[src/rtl/tpu_uart_host.sv]
// Host-side TPU UART command initiator: sends opcode + payload bytes, then gathers
// a fixed-length response with an inter-byte timeout. Optional counters: TPU_UART_HOST_STATS_EN.
module tpu_uart_host #(
  parameter int TIMEOUT_CYCLES = 1_000_000,
  parameter int TO_W           = 20
) (
  input  logic        clk,
  input  logic        rst,
  input  logic        cmd_valid,
  output logic        cmd_ready,
  input  logic [7:0]  cmd_opcode,
  input  logic [31:0] cmd_payload,
  input  logic [2:0]  cmd_payload_len,
  input  logic [2:0]  cmd_resp_len,
  output logic [7:0]  tx_data,
  output logic        tx_valid,
  input  logic        tx_ready,
  input  logic [7:0]  rx_data,
  input  logic        rx_valid,
  output logic        resp_valid,
  output logic [31:0] resp_data,
  output logic        resp_timeout,
  output logic        busy
`ifdef TPU_UART_HOST_STATS_EN
  ,
  output logic [15:0] stat_cmds,
  output logic [7:0]  stat_timeouts,
  output logic [7:0]  stat_stray
`endif
);

  typedef enum logic [2:0] {IDLE, SEND_OP, SEND_PL, WAIT_RESP, DONE} state_t;

  localparam logic [TO_W-1:0] TO_LAST = TO_W'(TIMEOUT_CYCLES - 1);

  state_t          state;
  logic [31:0]     pay_sh;
  logic [2:0]      pl_len, rl_len, pl_cnt, rx_cnt;
  logic [TO_W-1:0] to_cnt;
  logic            tx_last, to_hit;

  function automatic logic [2:0] clamp4(input logic [2:0] v);
    return (v > 3'd4) ? 3'd4 : v;
  endfunction

  assign cmd_ready = (state == IDLE) && rst;
  assign busy      = (state != IDLE);

  // Final byte of the request handed to the PHY this cycle.
  assign tx_last = tx_ready && (((state == SEND_OP) && (pl_len == 3'd0)) ||
                                ((state == SEND_PL) && (pl_cnt == pl_len)));
  assign to_hit  = (state == WAIT_RESP) && !rx_valid && (to_cnt == TO_LAST);

  always_ff @(posedge clk) begin
    if (!rst) begin
      state        <= IDLE;
      pay_sh       <= '0;
      pl_len       <= '0;
      rl_len       <= '0;
      pl_cnt       <= '0;
      rx_cnt       <= '0;
      to_cnt       <= '0;
      tx_valid     <= 1'b0;
      tx_data      <= '0;
      resp_valid   <= 1'b0;
      resp_data    <= '0;
      resp_timeout <= 1'b0;
    end else begin
      resp_valid <= 1'b0;
      if (tx_last) begin
        tx_valid <= 1'b0;
        if (rl_len == 3'd0) begin
          state      <= DONE;
          resp_valid <= 1'b1;
        end else begin
          state  <= WAIT_RESP;
          to_cnt <= '0;
        end
      end else begin
        case (state)
          IDLE: if (cmd_valid) begin
            tx_valid     <= 1'b1;
            tx_data      <= cmd_opcode;
            pay_sh       <= cmd_payload;
            pl_len       <= clamp4(cmd_payload_len);
            rl_len       <= clamp4(cmd_resp_len);
            pl_cnt       <= '0;
            rx_cnt       <= '0;
            resp_data    <= '0;
            resp_timeout <= 1'b0;
            state        <= SEND_OP;
          end
          SEND_OP: if (tx_ready) begin
            tx_data <= pay_sh[7:0];
            pay_sh  <= pay_sh >> 8;
            pl_cnt  <= 3'd1;
            state   <= SEND_PL;
          end
          SEND_PL: if (tx_ready) begin
            tx_data <= pay_sh[7:0];
            pay_sh  <= pay_sh >> 8;
            pl_cnt  <= pl_cnt + 3'd1;
          end
          WAIT_RESP: begin
            // A byte arriving on the expiry cycle wins over the timeout.
            if (rx_valid) begin
              resp_data[{rx_cnt[1:0], 3'b000} +: 8] <= rx_data;
              rx_cnt <= rx_cnt + 3'd1;
              to_cnt <= '0;
              if (rx_cnt + 3'd1 == rl_len) begin
                state      <= DONE;
                resp_valid <= 1'b1;
              end
            end else if (to_hit) begin
              resp_timeout <= 1'b1;
              resp_valid   <= 1'b1;
              state        <= DONE;
            end else begin
              to_cnt <= to_cnt + 1'b1;
            end
          end
          DONE:    state <= IDLE;
          default: state <= IDLE;
        endcase
      end
    end
  end

`ifdef TPU_UART_HOST_STATS_EN
  always_ff @(posedge clk) begin
    if (!rst) begin
      stat_cmds     <= '0;
      stat_timeouts <= '0;
      stat_stray    <= '0;
    end else begin
      if (cmd_valid && cmd_ready && (stat_cmds != 16'hFFFF))
        stat_cmds <= stat_cmds + 16'd1;
      if (to_hit && (stat_timeouts != 8'hFF))
        stat_timeouts <= stat_timeouts + 8'd1;
      if (rx_valid && (state != WAIT_RESP) && (stat_stray != 8'hFF))
        stat_stray <= stat_stray + 8'd1;
    end
  end
`endif

endmodule

[config.mk]
export PLATFORM = sky130hd
export DESIGN_NAME = tpu_uart_host
export DESIGN_NICKNAME = d
export VERILOG_FILES = /design/src/rtl/tpu_uart_host.sv
export SDC_FILE = /design/constraint.sdc
export NUM_CORES = 1
export LEC_CHECK = 0
export CORE_ASPECT_RATIO = 0.9
export CORE_UTILIZATION = 49
export DETAILED_ROUTE_END_ITERATION = 10
export PLACE_DENSITY = 0.77
export SLEW_MARGIN = 20
export SYNTH_ARGS = -nofsm -noshare
export SYNTH_HDL_FRONTEND = slang
export SYNTH_SLANG_ARGS = --single-unit
export TNS_END_PERCENT = 100
[constraint.sdc]
create_clock -name clk -period 4.6 [get_ports clk]
set_input_delay 1.15 -clock clk [delete_from_list [all_inputs] [get_ports clk]]
set_output_delay 1.15 -clock clk [all_outputs]
set_load 0.01 [all_outputs]
Word-level counts from Yosys, hierarchy flattened
Cells that the tools add are included.
{"block": "word_totals", "inputBits": 59, "n_memories": 0, "mem_bits_rw": 0, "latchBits": 0, "mem_bits_ro": 0, "ff_bits": 110}
{"block": "op_classes", "multipliers": 0, "eq_ne": 20, "bitwise": 2, "mux": 41, "shift": 2, "reduce_logical": 26, "n_div": 0, "magnitude_cmp": 2, "addsub": 4}
{"operator": "32-bit 2-to-1 mux", "n": 4}
{"operator": "32-bit case mux with 2 select lines", "n": 2}
{"operator": "20-bit 2-to-1 mux", "n": 5}
{"operator": "3-bit 2-to-1 mux", "n": 13}
{"operator": "32-bit bitwise mux", "n": 1}
{"operator": "8-bit by 7-bit variable shift with 32-bit output, first input constant", "n": 1}
{"operator": "8-bit by 7-bit variable part select with 32-bit output", "n": 1}
{"operator": "20-bit by 1-bit adder with 20-bit output, second input constant", "n": 1}
{"operator": "20-bit == test, second input constant", "n": 1}
{"operator": "8-bit 2-to-1 mux", "n": 2}
{"operator": "2-bit inequality test, second input constant", "n": 8}
{"operator": "8-bit case mux with 2 select lines", "n": 1}
{"operator": "5-bit AND reduction", "n": 3}
{"operator": "3-bit case mux with 4 select lines", "n": 1}
{"operator": "3-bit zero test", "n": 3}
{"operator": "1-bit 2-to-1 mux", "n": 9}
{"operator": "3-bit inequality test, second input constant", "n": 3}
{"operator": "3-bit case mux with 3 select lines", "n": 1}
{"operator": "4-bit AND reduction", "n": 2}
{"operator": "5-bit negation with 7-bit output", "n": 1}
{"operator": "3-bit by 1-bit adder with 3-bit output, second input constant", "n": 2}
{"operator": "3-bit by 2-bit == test with 1-bit output, second input constant", "n": 2}
{"operator": "3-bit == test", "n": 2}
{"operator": "3-bit > comparator, second input constant", "n": 2}
{"operator": "other kinds (15)", "n": 26}

Longest topological paths before layout
Gate-level depths: netlist of run 1.
{"block": "depth", "depth_word": 7, "ltp_mapped": 8, "ltp_nobuf": 7}

Worst setup path before layout of run 1
OpenSTA, ideal clock, no wires.
{"block": "synth_path", "kind": "in2out", "startpoint": "in rst", "endpoint": "out cmd_ready", "slack_ns": 1.292, "stages": 5, "t_arrival_ns": 2.158, "t_required_ns": 3.450, "path_buffers": 3, "path_cell_list": "inv_1 -> clkbuf_1 -> clkbuf_1 -> buf_1 -> nor2_1"}
{"block": "synth_between", "elab_chain_len": 1}
{"element": "from (decl)", "line": "8", "text": "input logic rst,"}
{"element": "1-bit logical AND", "line": "46", "text": "assign cmd_ready = (state == IDLE) && rst;"}
{"element": "to (decl)", "line": "10", "text": "output logic cmd_ready,"}
Every way passes these cells.

Worst setup path after layout of run 1
Ends and elaborated chain as after synthesis.

==> results of run 1 <==
[layout make-up]
type	instances	area share
clock inverters	6	0.007801
multi-input cells	429	0.4231
clock buffers	10	0.03634
flip-flops and latches	110	0.3349
well taps	129	0.02454
inverters	9	0.005137
repair buffers	113	0.1682
[power by group through the flow]
| stage | logic, mW | registers (mW) | clock network (mW) |
|---|---|---|---|
| 3_5_place_dp | 0.567 | 1.12 | 0 |
| 5_1_grt | 0.619 | 1.11 | 0.815 |
| 4_1_cts | 0.570 | 1.10 | 0.773 |
| 6_report | 0.570 | 1.10 | 0.765 |
| 2_1_floorplan | 0.371 | 1.11 | 0 |
| 3_3_place_gp | 0.547 | 1.12 | 0 |
[cells in the mapped netlist, types with 2 or more instances]
cell	count
sky130_fd_sc_hd__dfxtp_1	110
sky130_fd_sc_hd__a21oi_1	86
sky130_fd_sc_hd__mux2i_1	44
sky130_fd_sc_hd__nand2_1	43
sky130_fd_sc_hd__nand3_1	39
sky130_fd_sc_hd__clkbuf_1	37
sky130_fd_sc_hd__a211oi_1	36
sky130_fd_sc_hd__nor2_1	35
sky130_fd_sc_hd__nand4_1	20
sky130_fd_sc_hd__a22oi_1	17
sky130_fd_sc_hd__nand3b_1	16
sky130_fd_sc_hd__o21ai_0	14
sky130_fd_sc_hd__inv_1	9
sky130_fd_sc_hd__buf_1	7
sky130_fd_sc_hd__ha_1	7
sky130_fd_sc_hd__nor3b_1	7
sky130_fd_sc_hd__nor3_1	6
sky130_fd_sc_hd__o31ai_1	5
sky130_fd_sc_hd__xor2_1	4
sky130_fd_sc_hd__a21o_1	3
sky130_fd_sc_hd__and4_1	3
sky130_fd_sc_hd__buf_2	3
sky130_fd_sc_hd__nand2b_1	3
sky130_fd_sc_hd__nor4b_1	3
sky130_fd_sc_hd__a311o_1	2
sky130_fd_sc_hd__and2_1	2
sky130_fd_sc_hd__and3_1	2
sky130_fd_sc_hd__and3b_1	2
sky130_fd_sc_hd__nand4b_1	2
sky130_fd_sc_hd__nor3b_2	2
sky130_fd_sc_hd__nor4_1	2
sky130_fd_sc_hd__o2111ai_1	2
sky130_fd_sc_hd__o211ai_1	2
sky130_fd_sc_hd__or3b_1	2
[cell families after synthesis]
group | after synthesis | share of synthesized area
AOI/OAI and AO/OA | 179 | 0.2171
buffers and inverters | 56 | 0.04125
DFF | 110 | 0.4246
xor gates and xnor gates | 6 | 0.01279
adders and majority gates | 7 | 0.01689
and+or+nand+nor | 193 | 0.2024
muxes | 44 | 0.08492
[flip-flops by register name (all words and copies together) (netlist names)]
register / cells
tx_valid: 1
resp_valid: 1
pl_cnt: 3
rx_cnt: 3
rl_len: 3
pl_len: 3
resp_data: 32
pay_sh: 32
resp_timeout: 1
state: 3
to_cnt: 20
tx_data: 8
[worst max-delay path, delay by kind of cell]
| family | cells | cell delay (ns) |
|---|---|---|
| simple gates | 1 | 0.14 |
| buf+inv | 3 | 1.36 |
[metal layers]
metal / up-vias / GRT usage
met5: - / 0
met3: 27 / 0.05972
met1: 2387 / 0.3160
met2: 160 / 0.4157
li1: 2366 / -
met4: 0 / 0.07897
[worst max path at each step]
stage                           end  start  slack, ns
after detailed placement  cmd_ready    rst       0.82
final                     cmd_ready    rst       0.79
after floorplan           cmd_ready    rst       1.29
after global routing      cmd_ready    rst       0.77
after CTS                 cmd_ready    rst       0.82
after global placement    cmd_ready    rst       0.86
[through the flow]
| stage | instance area (sq um) | std cells |
|---|---|---|
| final | 6576 | 806 |
| after global routing | 6576 | 806 |
| after CTS | 6576 | 806 |
| after detailed placement | 6286 | 790 |
| after global placement | 6286 | 790 |
| after floorplan | 5186 | 595 |
==> reports/summary.log, run 1 <==
qor: synthesis.ys_seq_elements 110
qor: power_and_ir_drop.irDropWorstVdd 0.0002386 V
qor: final_layout.end_of_flow_core_utilization 0.6418
qor: clocking.clockRootBuffer sky130_fd_sc_hd__clkbuf_16
qor: final_layout.final_common_cell sky130_fd_sc_hd__dfxtp_1
qor: clocking.clk_transition_reported_paths 0.07 ns
qor: drt.drt_iter0_markers 497
qor: clocking.cts.repair_timing.setup_buffer_count 0
qor: hold_path.hp-class flop to flop
qor: global_routing.number_of_antenna_violations_at_the_first_check_in_global_routing 0
qor: sta.worst_hold_slack 0.4645 ns
qor: critical_path.worstReg2RegStart state[0]
qor: critical_path.cp-end-kind output port
qor: power_and_ir_drop.clk_pwr_share 0.314
qor: global_routing.grt.total_usage 0.2480
qor: drt.wirelength 13.86 mm
qor: sta.slew_violations 0
qor: sta.clock_skew 0.01093 ns
qor: synthesis.cell_variety_after_synth 52
qor: drt.drc_errors 0
qor: critical_path.reg2reg_to to_cnt[10]
qor: critical_path.setup.reg_to_reg.worst_slack 1.89 ns
qor: placement.dp_hpwl 9.171 mm
qor: hold_path.min_path_cells 2
qor: floorplanning.pin_count 104
qor: critical_path.worst-endpoint-arrival 2.66 ns
qor: power_and_ir_drop.power.leakage 2.380 nW
qor: synthesis.synthesized_area_per_cell 8.716 sq um
qor: floorplanning.die_y 99.60 um
qor: sta.finalWorstSetupSlack 0.7948 ns
qor: global_routing.grt_start_max_net_pins 92
qor: sta.period_needed 3.805 ns
qor: drt.m1WireLength 6.177 mm
qor: synthesis.ys.warnings.count 0
qor: critical_path.worst_ep_required_time 3.45 ns
qor: floorplanning.placeableCoreArea 0.01025 sq mm
qor: clocking.cts_repair_resize_count 0
qor: synthesis.synth_sequential_area_ratio 0.4246
qor: placement.globalplace.congestion 0.8208
qor: critical_path.critPathLaunchType input pin
qor: power_and_ir_drop.combPwrFrac 0.234
qor: drt.drtPass1Iterations 5
qor: placement.placement.io_buffers 103
qor: drt.vias 4940
qor: clocking.clk_latency 0.35 ns
qor: sta.grt_setup_unrepaired no
qor: final_layout.num_antenna_cells 0
qor: global_routing.overflow 0
qor: power_and_ir_drop.switchingPower 0.7522 mW
qor: floorplanning.die_area 0.01100 sq mm
qor: critical_path.slowest_delay 0.73 ns
qor: final_layout.finalNetCount 738
qor: clocking.htree_depth 3
qor: clocking.clock_sinks 110
qor: power_and_ir_drop.power_report.internal_total 1.684 mW
qor: sta.timing.final.crit_share 0.8272
qor: critical_path.timing.setup.critical_path_class input pin to output port
qor: synthesis.most_area_consuming_cells_after_synthesis sky130_fd_sc_hd__dfxtp_1 (42%), sky130_fd_sc_hd__mux2i_1 (8.5%), sky130_fd_sc_hd__a21oi_1 (8.3%)
qor: synthesis.mappedNetlistArea 0.005186 sq mm
qor: run_status.status completed
qor: synthesis.async_reset_ff_frac 0
qor: clocking.cts_made_buffers 9
qor: floorplanning.dieWidth 110.4 um
qor: drt.ant_nets 0
qor: placement.pre_cts_ws 0.8210 ns
qor: drt.routed.top_layer met4
qor: power_and_ir_drop.seq_power_share 0.452
qor: sta.max_clock_freq 0.2628 GHz
qor: drt.vias_per_cell 6.129
qor: global_routing.grt_pass1_vias 4737
qor: drt.average_detailed_routed_wire_length_per_instance 17.19 um
qor: synthesis.post-synth-top-area-fraction 0.4246
qor: power_and_ir_drop.power_density 370.4 mW/mm^2
qor: critical_path.cpMostUsedCell sky130_fd_sc_hd__clkdlybuf4s50_1
qor: final_layout.ff_latch_area 0.002202 sq mm
qor: sta.tightestPinTransition 1.055 ns
qor: synthesis.synth_cells 595
qor: drt.routed-wl-met3 792 um
qor: critical_path.worst_r2r_path_depth 6
qor: synthesis.synth-edff-count 0
qor: sta.slew_headroom 0.2967
qor: clocking.cts-hold-fix-buffers 0
qor: sta.final_hold_viol_count 0
qor: final_layout.multiInputGateArea 0.002783 sq mm
qor: critical_path.cpMaxStageDelayCell sky130_fd_sc_hd__clkdlybuf4s50_1
qor: final_layout.most-common-layout-cells sky130_fd_sc_hd__dfxtp_1 (110), sky130_fd_sc_hd__clkdlybuf4s50_1 (103), sky130_fd_sc_hd__a21oi_1 (86)
qor: critical_path.critPathMaxFanout 11
qor: clocking.tritoncts_clock_tree done
qor: hold_path.timing.hold.worst_endpoint resp_data[7]
qor: final_layout.n_fill_cell 876
qor: final_layout.layout-drive-gt1-share 0.05613
qor: critical_path.worstPathCellList clkdlybuf4s50_1 -> inv_2 -> nor2_1 -> clkdlybuf4s50_1
qor: sta.setup_failing_eps_final 0
qor: floorplanning.initial_utilization 0.5061
qor: floorplanning.rows 35
qor: synthesis.synth_fp_nets 661
qor: global_routing.grt_pass1_wl 22.56 mm
qor: power_and_ir_drop.totalPowerFinal 2.436 mW
qor: drt.route.met2.wl 6.631 mm
qor: sta.setup_tns 0 ns
qor: hold_path.hp-start resp_data[7]
qor: synthesis.synth.largest_area_cell sky130_fd_sc_hd__dfxtp_1
qor: synthesis.synth_top_flop_cell sky130_fd_sc_hd__dfxtp_1
qor: power_and_ir_drop.power.switching_fraction 0.3088
qor: job.max_cap_violations 0
qor: clocking.cts_max_path_buffers 2
qor: final_layout.syn_to_final_growth 26.80%
Note: power is estimated with default switching activity, not from simulation.
==> run 2: changes to the inputs <==
==> constraint.sdc (replaced) <==
create_clock -name clk -period 3.6 [get_ports clk]
set_input_delay 0.9 -clock clk [delete_from_list [all_inputs] [get_ports clk]]
set_output_delay 0.9 -clock clk [all_outputs]
set_load 0.01 [all_outputs]
==> reports/summary.log, run 2 (same netlist as run 1, synthesis figures left out) <==
qor: run_status.status completed
qor: critical_path.cpMaxStageDelayCell sky130_fd_sc_hd__clkdlybuf4s50_1
qor: global_routing.grt_pass1_vias 4741
qor: sta.tightestPinTransition 1.077 ns
qor: critical_path.worst_ep_required_time 2.70 ns
qor: drt.drt_iter0_markers 442
qor: sta.setup_failing_eps_final 0
qor: clocking.clk_latency 0.35 ns
qor: critical_path.cpMostUsedCell sky130_fd_sc_hd__clkdlybuf4s50_1
qor: clocking.clock_sinks 110
qor: clocking.cts_max_path_buffers 2
qor: sta.slew_headroom 0.2822
qor: global_routing.grt_pass1_wl 22.56 mm
qor: drt.vias 4845
qor: hold_path.hp-class flop to flop
qor: critical_path.timing.setup.critical_path_class input pin to output port
qor: job.max_cap_violations 0
qor: critical_path.worst_r2r_path_depth 6
qor: floorplanning.dieWidth 110.4 um
qor: clocking.cts_made_buffers 9
qor: clocking.htree_depth 3
qor: clocking.tritoncts_clock_tree done
qor: final_layout.syn_to_final_growth 26.92%
qor: floorplanning.pin_count 104
qor: power_and_ir_drop.irDropWorstVdd 0.0003238 V
qor: drt.ant_nets 0
qor: placement.placement.io_buffers 103
qor: critical_path.cp-end-kind output port
qor: drt.average_detailed_routed_wire_length_per_instance 16.78 um
qor: placement.globalplace.congestion 0.8459
qor: drt.drc_errors 0
qor: critical_path.critPathMaxFanout 2
qor: final_layout.num_antenna_cells 0
qor: clocking.cts_repair_resize_count 0
qor: final_layout.end_of_flow_core_utilization 0.6424
qor: sta.grt_setup_unrepaired no
qor: final_layout.layout-drive-gt1-share 0.05744
qor: floorplanning.die_area 0.01100 sq mm
qor: sta.clock_skew 0.01308 ns
qor: clocking.clk_transition_reported_paths 0.07 ns
qor: sta.finalWorstSetupSlack 0.6015 ns
qor: floorplanning.initial_utilization 0.5061
qor: floorplanning.rows 35
qor: critical_path.critPathLaunchType input pin
qor: critical_path.setup.reg_to_reg.worst_slack 0.96 ns
qor: sta.max_clock_freq 0.3335 GHz
qor: placement.dp_hpwl 9.116 mm
qor: critical_path.worst-endpoint-arrival 2.10 ns
qor: sta.timing.final.crit_share 0.8329
qor: final_layout.finalNetCount 740
qor: drt.drtPass1Iterations 6
qor: sta.final_hold_viol_count 0
qor: critical_path.reg2reg_to pay_sh[3]
qor: floorplanning.die_y 99.60 um
qor: final_layout.final_common_cell sky130_fd_sc_hd__dfxtp_1
qor: drt.vias_per_cell 5.996
qor: floorplanning.placeableCoreArea 0.01025 sq mm
qor: power_and_ir_drop.power.leakage 2.386 nW
qor: clocking.cts.repair_timing.setup_buffer_count 0
qor: drt.wirelength 13.56 mm
qor: hold_path.hp-start resp_data[7]
qor: global_routing.overflow 0
qor: critical_path.slowest_delay 0.54 ns
qor: hold_path.timing.hold.worst_endpoint resp_data[7]
qor: global_routing.grt_start_max_net_pins 92
qor: global_routing.number_of_antenna_violations_at_the_first_check_in_global_routing 0
qor: hold_path.min_path_cells 2
qor: sta.slew_violations 0
qor: critical_path.worstReg2RegStart state[0]
qor: clocking.clockRootBuffer sky130_fd_sc_hd__clkbuf_16
qor: power_and_ir_drop.power_density 468.4 mW/mm^2
qor: critical_path.worstPathCellList clkdlybuf4s50_1 -> inv_2 -> nor2_1 -> clkdlybuf4s50_1
qor: final_layout.most-common-layout-cells sky130_fd_sc_hd__dfxtp_1 (110), sky130_fd_sc_hd__clkdlybuf4s50_1 (103), sky130_fd_sc_hd__a21oi_1 (86)
qor: global_routing.grt.total_usage 0.2486
qor: clocking.cts-hold-fix-buffers 0
qor: sta.period_needed 2.999 ns
qor: placement.pre_cts_ws 0.5823 ns
qor: sta.setup_tns 0 ns
qor: final_layout.reg_top3 pay_sh x32, resp_data x32, to_cnt x20
[run 2: worst max-delay path by stage]
stage / startpoint / endpoint / slack, ns
finish: rst / cmd_ready / 0.60
global route: rst / cmd_ready / 0.55
CTS: rst / cmd_ready / 0.59
detailed placement: rst / to_cnt[17] / 0.58
global placement: rst / cmd_ready / 0.60
floorplan: rst / cmd_ready / 0.79
[run 2: per-layer routing]
| metal | global-route usage | share of wire | wire length (um) | vias up |
|---|---|---|---|---|
| met3 | 0.06338 | 0.063 | 850 | 21 |
| met1 | 0.3226 | 0.45 | 6040 | 2296 |
| met4 | 0.08718 | 0.016 | 221 | 0 |
| met5 | 0 | 0 | 0 | - |
| met2 | 0.4028 | 0.48 | 6445 | 160 |
| li1 | - | - | - | 2368 |
[run 2: worst max-delay path, delay by kind of cell]
kind | cells | cell delay, ns
buffers and inverters | 3 | 1.10
and+or+nand+nor | 1 | 0.10
[run 2: layout make-up]
type / instances / area, sq um
inverter: 9 / 33.78
multi-input combinational: 429 / 2783
clock inverter: 5 / 38.79
sequential: 110 / 2202
timing repair buffer: 115 / 1121
clock buffer: 11 / 242.7
tap: 129 / 161.4
fill: 891 / 3665
[run 2: power by group]
| group | internal (mW) | switching, mW |
|---|---|---|
| Combinational | 0.319 | 0.399 |
| Clock | 0.496 | 0.461 |
| Sequential | 1.33 | 0.0773 |
| Total | 2.15 | 0.937 |
[run 2: through the flow]
stage / cell area [sq um] / std cells / hold WS (ns) / power [mW]
global route: 6583 / 808 / 0.4747 / 3.233
CTS: 6583 / 808 / 0.4610 / 3.092
global placement: 6301 / 792 / 0.4411 / 2.123
finish: 6583 / 808 / 0.4580 / 3.083
detailed placement: 6301 / 792 / 0.4448 / 2.144
floorplan: 5186 / 595 / 0.4375 / 1.892
==> run 3: changes to the inputs <==
--- a/config.mk
+++ b/config.mk
@@ -6,7 +6,7 @@
 export NUM_CORES = 1
 export LEC_CHECK = 0
 export CORE_ASPECT_RATIO = 0.9
-export CORE_UTILIZATION = 49
+export CORE_UTILIZATION = 47
 export DETAILED_ROUTE_END_ITERATION = 10
 export PLACE_DENSITY = 0.77
 export SLEW_MARGIN = 20
==> constraint.sdc (replaced) <==
create_clock -name clk -period 2.6 [get_ports clk]
set_input_delay 0.65 -clock clk [delete_from_list [all_inputs] [get_ports clk]]
set_output_delay 0.65 -clock clk [all_outputs]
set_load 0.01 [all_outputs]
==> reports/summary.log, run 3 (same netlist as run 1, synthesis figures left out) <==
qor: critical_path.worst_r2r_path_depth 6
qor: floorplanning.pin_count 104
qor: critical_path.worstPathCellList or3b_1 -> nor4_4 -> o21ai_2 -> buf_12 -> a211oi_1 -> mux2i_1
qor: placement.dp_hpwl 9.642 mm
qor: run_status.status completed
qor: power_and_ir_drop.irDropWorstVdd 0.0003582 V
qor: drt.ant_nets 0
qor: drt.vias_per_cell 5.969
qor: critical_path.crit_end to_cnt[10]
qor: clocking.clock_sinks 110
qor: global_routing.number_of_antenna_violations_at_the_first_check_in_global_routing 0
qor: floorplanning.dieWidth 112.7 um
qor: placement.globalplace.congestion 0.8661
qor: critical_path.worst_ep_required_time 2.87 ns
qor: sta.final_hold_viol_count 0
qor: drt.vias 4942
qor: critical_path.timing.setup.critical_path_class flop to flop
qor: global_routing.overflow 0
qor: floorplanning.die_y 101.7 um
qor: hold_path.hp-class flop to flop
qor: drt.drc_errors 0
qor: job.max_cap_violations 0
qor: clocking.tritoncts_clock_tree done
qor: sta.clock_skew 0.005359 ns
qor: global_routing.grt.total_usage 0.2420
qor: clocking.clk_latency 0.34 ns
qor: power_and_ir_drop.totalPowerFinal 4.290 mW
qor: clocking.clockRootBuffer sky130_fd_sc_hd__clkbuf_16
qor: drt.wirelength 13.92 mm
qor: final_layout.finalNetCount 756
qor: sta.timing.final.crit_share 0.8958
qor: final_layout.layout-drive-gt1-share 0.08201
qor: sta.slew_headroom 0.6012
qor: sta.finalWorstSetupSlack 0.2710 ns
qor: sta.slew_violations 0
qor: critical_path.critPathLaunchType flop
qor: final_layout.most-common-layout-cells sky130_fd_sc_hd__dfxtp_1 (110), sky130_fd_sc_hd__clkdlybuf4s50_1 (102), sky130_fd_sc_hd__a21oi_1 (86)
qor: placement.dp_cells 812
qor: sta.period_needed 2.329 ns
qor: sta.setup_tns 0 ns
qor: power_and_ir_drop.power.leakage 2.498 nW
qor: floorplanning.die_area 0.01146 sq mm
qor: global_routing.grt_pass1_wl 22.36 mm
qor: floorplanning.placeableCoreArea 0.01077 sq mm
qor: drt.drtPass1Iterations 5
qor: sta.max_clock_freq 0.4294 GHz
qor: power_and_ir_drop.power_density 635.9 mW/mm^2
qor: clocking.clk_transition_reported_paths 0.07 ns
qor: final_layout.syn_to_final_growth 30.08%
qor: global_routing.grt_start_max_net_pins 49
qor: floorplanning.rows 36
qor: critical_path.cpMaxStageDelayCell sky130_fd_sc_hd__or3b_1
qor: drt.average_detailed_routed_wire_length_per_instance 16.81 um
qor: final_layout.layout.cells.non_filler 828
qor: critical_path.reg2reg_to to_cnt[10]
qor: drt.drt_iter0_markers 276
qor: global_routing.grt_pass1_vias 4642
qor: critical_path.critPathLaunch state[2]
qor: placement.pre_cts_ws -0.04359 ns
qor: clocking.cts_made_buffers 9
qor: critical_path.worst-endpoint-arrival 2.60 ns
qor: sta.setup_failing_eps_final 0
qor: critical_path.worstReg2RegStart state[2]
qor: floorplanning.initial_utilization 0.4818
qor: critical_path.setup.reg_to_reg.worst_slack 0.27 ns
qor: final_layout.reg_top3 pay_sh x32, resp_data x32, to_cnt x20
qor: final_layout.num_antenna_cells 0
qor: final_layout.final_common_cell sky130_fd_sc_hd__dfxtp_1
qor: sta.worst_hold_slack 0.4553 ns
qor: clocking.cts-hold-fix-buffers 0
qor: clocking.cts_max_path_buffers 2
qor: placement.placement.io_buffers 103
qor: clocking.htree_depth 3
qor: critical_path.critPathMaxFanout 32
qor: sta.tightestPinTransition 0.5982 ns
qor: critical_path.cp-end-kind flop
qor: sta.grt_setup_unrepaired no
qor: critical_path.slowest_delay 0.46 ns
==> run 3: how the worst min path moves through the flow <==
stage,start,end,cells after the start
after floorplan,to_cnt[13],to_cnt[13],2
after global routing,resp_data[7],resp_data[7],2
after detailed placement,resp_data[22],resp_data[22],2
after global placement,resp_data[6],resp_data[6],2
after CTS,resp_data[7],resp_data[7],2
final,resp_data[7],resp_data[7],2
==> run 3: power breakdown <==
group	internal, mW	leakage [nW]	switching [mW]
clock	0.674	0.138	0.617
combinational	0.488	1.46	0.578
sequential	1.84	0.897	0.0910
==> run 3: timing repair <==
| action | CTS | global route |
|---|---|---|
| buffers inserted | 0 | 0 |
| setup endpoints to repair | 0 | 1 |
| gates resized for setup | 0 | 2 |
| endpoints found under the hold margin | 0 | 0 |
==> run 3: area by class of cell <==
type,instances,area (sq um)
clock buffers,10,239.0
clock inverters,6,36.28
fillers,887,4019
inverters,9,33.78
multi-input cells,429,2788
flip-flops and latches,110,2202
well taps,133,166.4
repair buffers,131,1281
==> run 3: metal layers <==
layer,vias to the layer above,part of all wire,GRT usage
li1,2400,-,-
met1,2351,0.46,0.3269
met2,168,0.46,0.3832
met3,23,0.066,0.05147
met4,0,0.017,0.08821
met5,-,0,0
==> run 3: critical path: cells and delay by family (launching register included) <==
family / cells / cell delay, ns
simple gates: 2 / 0.83
buf+inv: 1 / 0.22
mux: 1 / 0.22
compound gates: 2 / 0.58
flops: 1 / 0.39
==> run 3: stage by stage <==
step / utilization / cell area [sq um]
after detailed placement: 0.6004 / 6464
after CTS: 0.6260 / 6739
final: 0.6267 / 6746
after global routing: 0.6267 / 6746
after floorplan: - / 5186
after global placement: 0.6004 / 6464
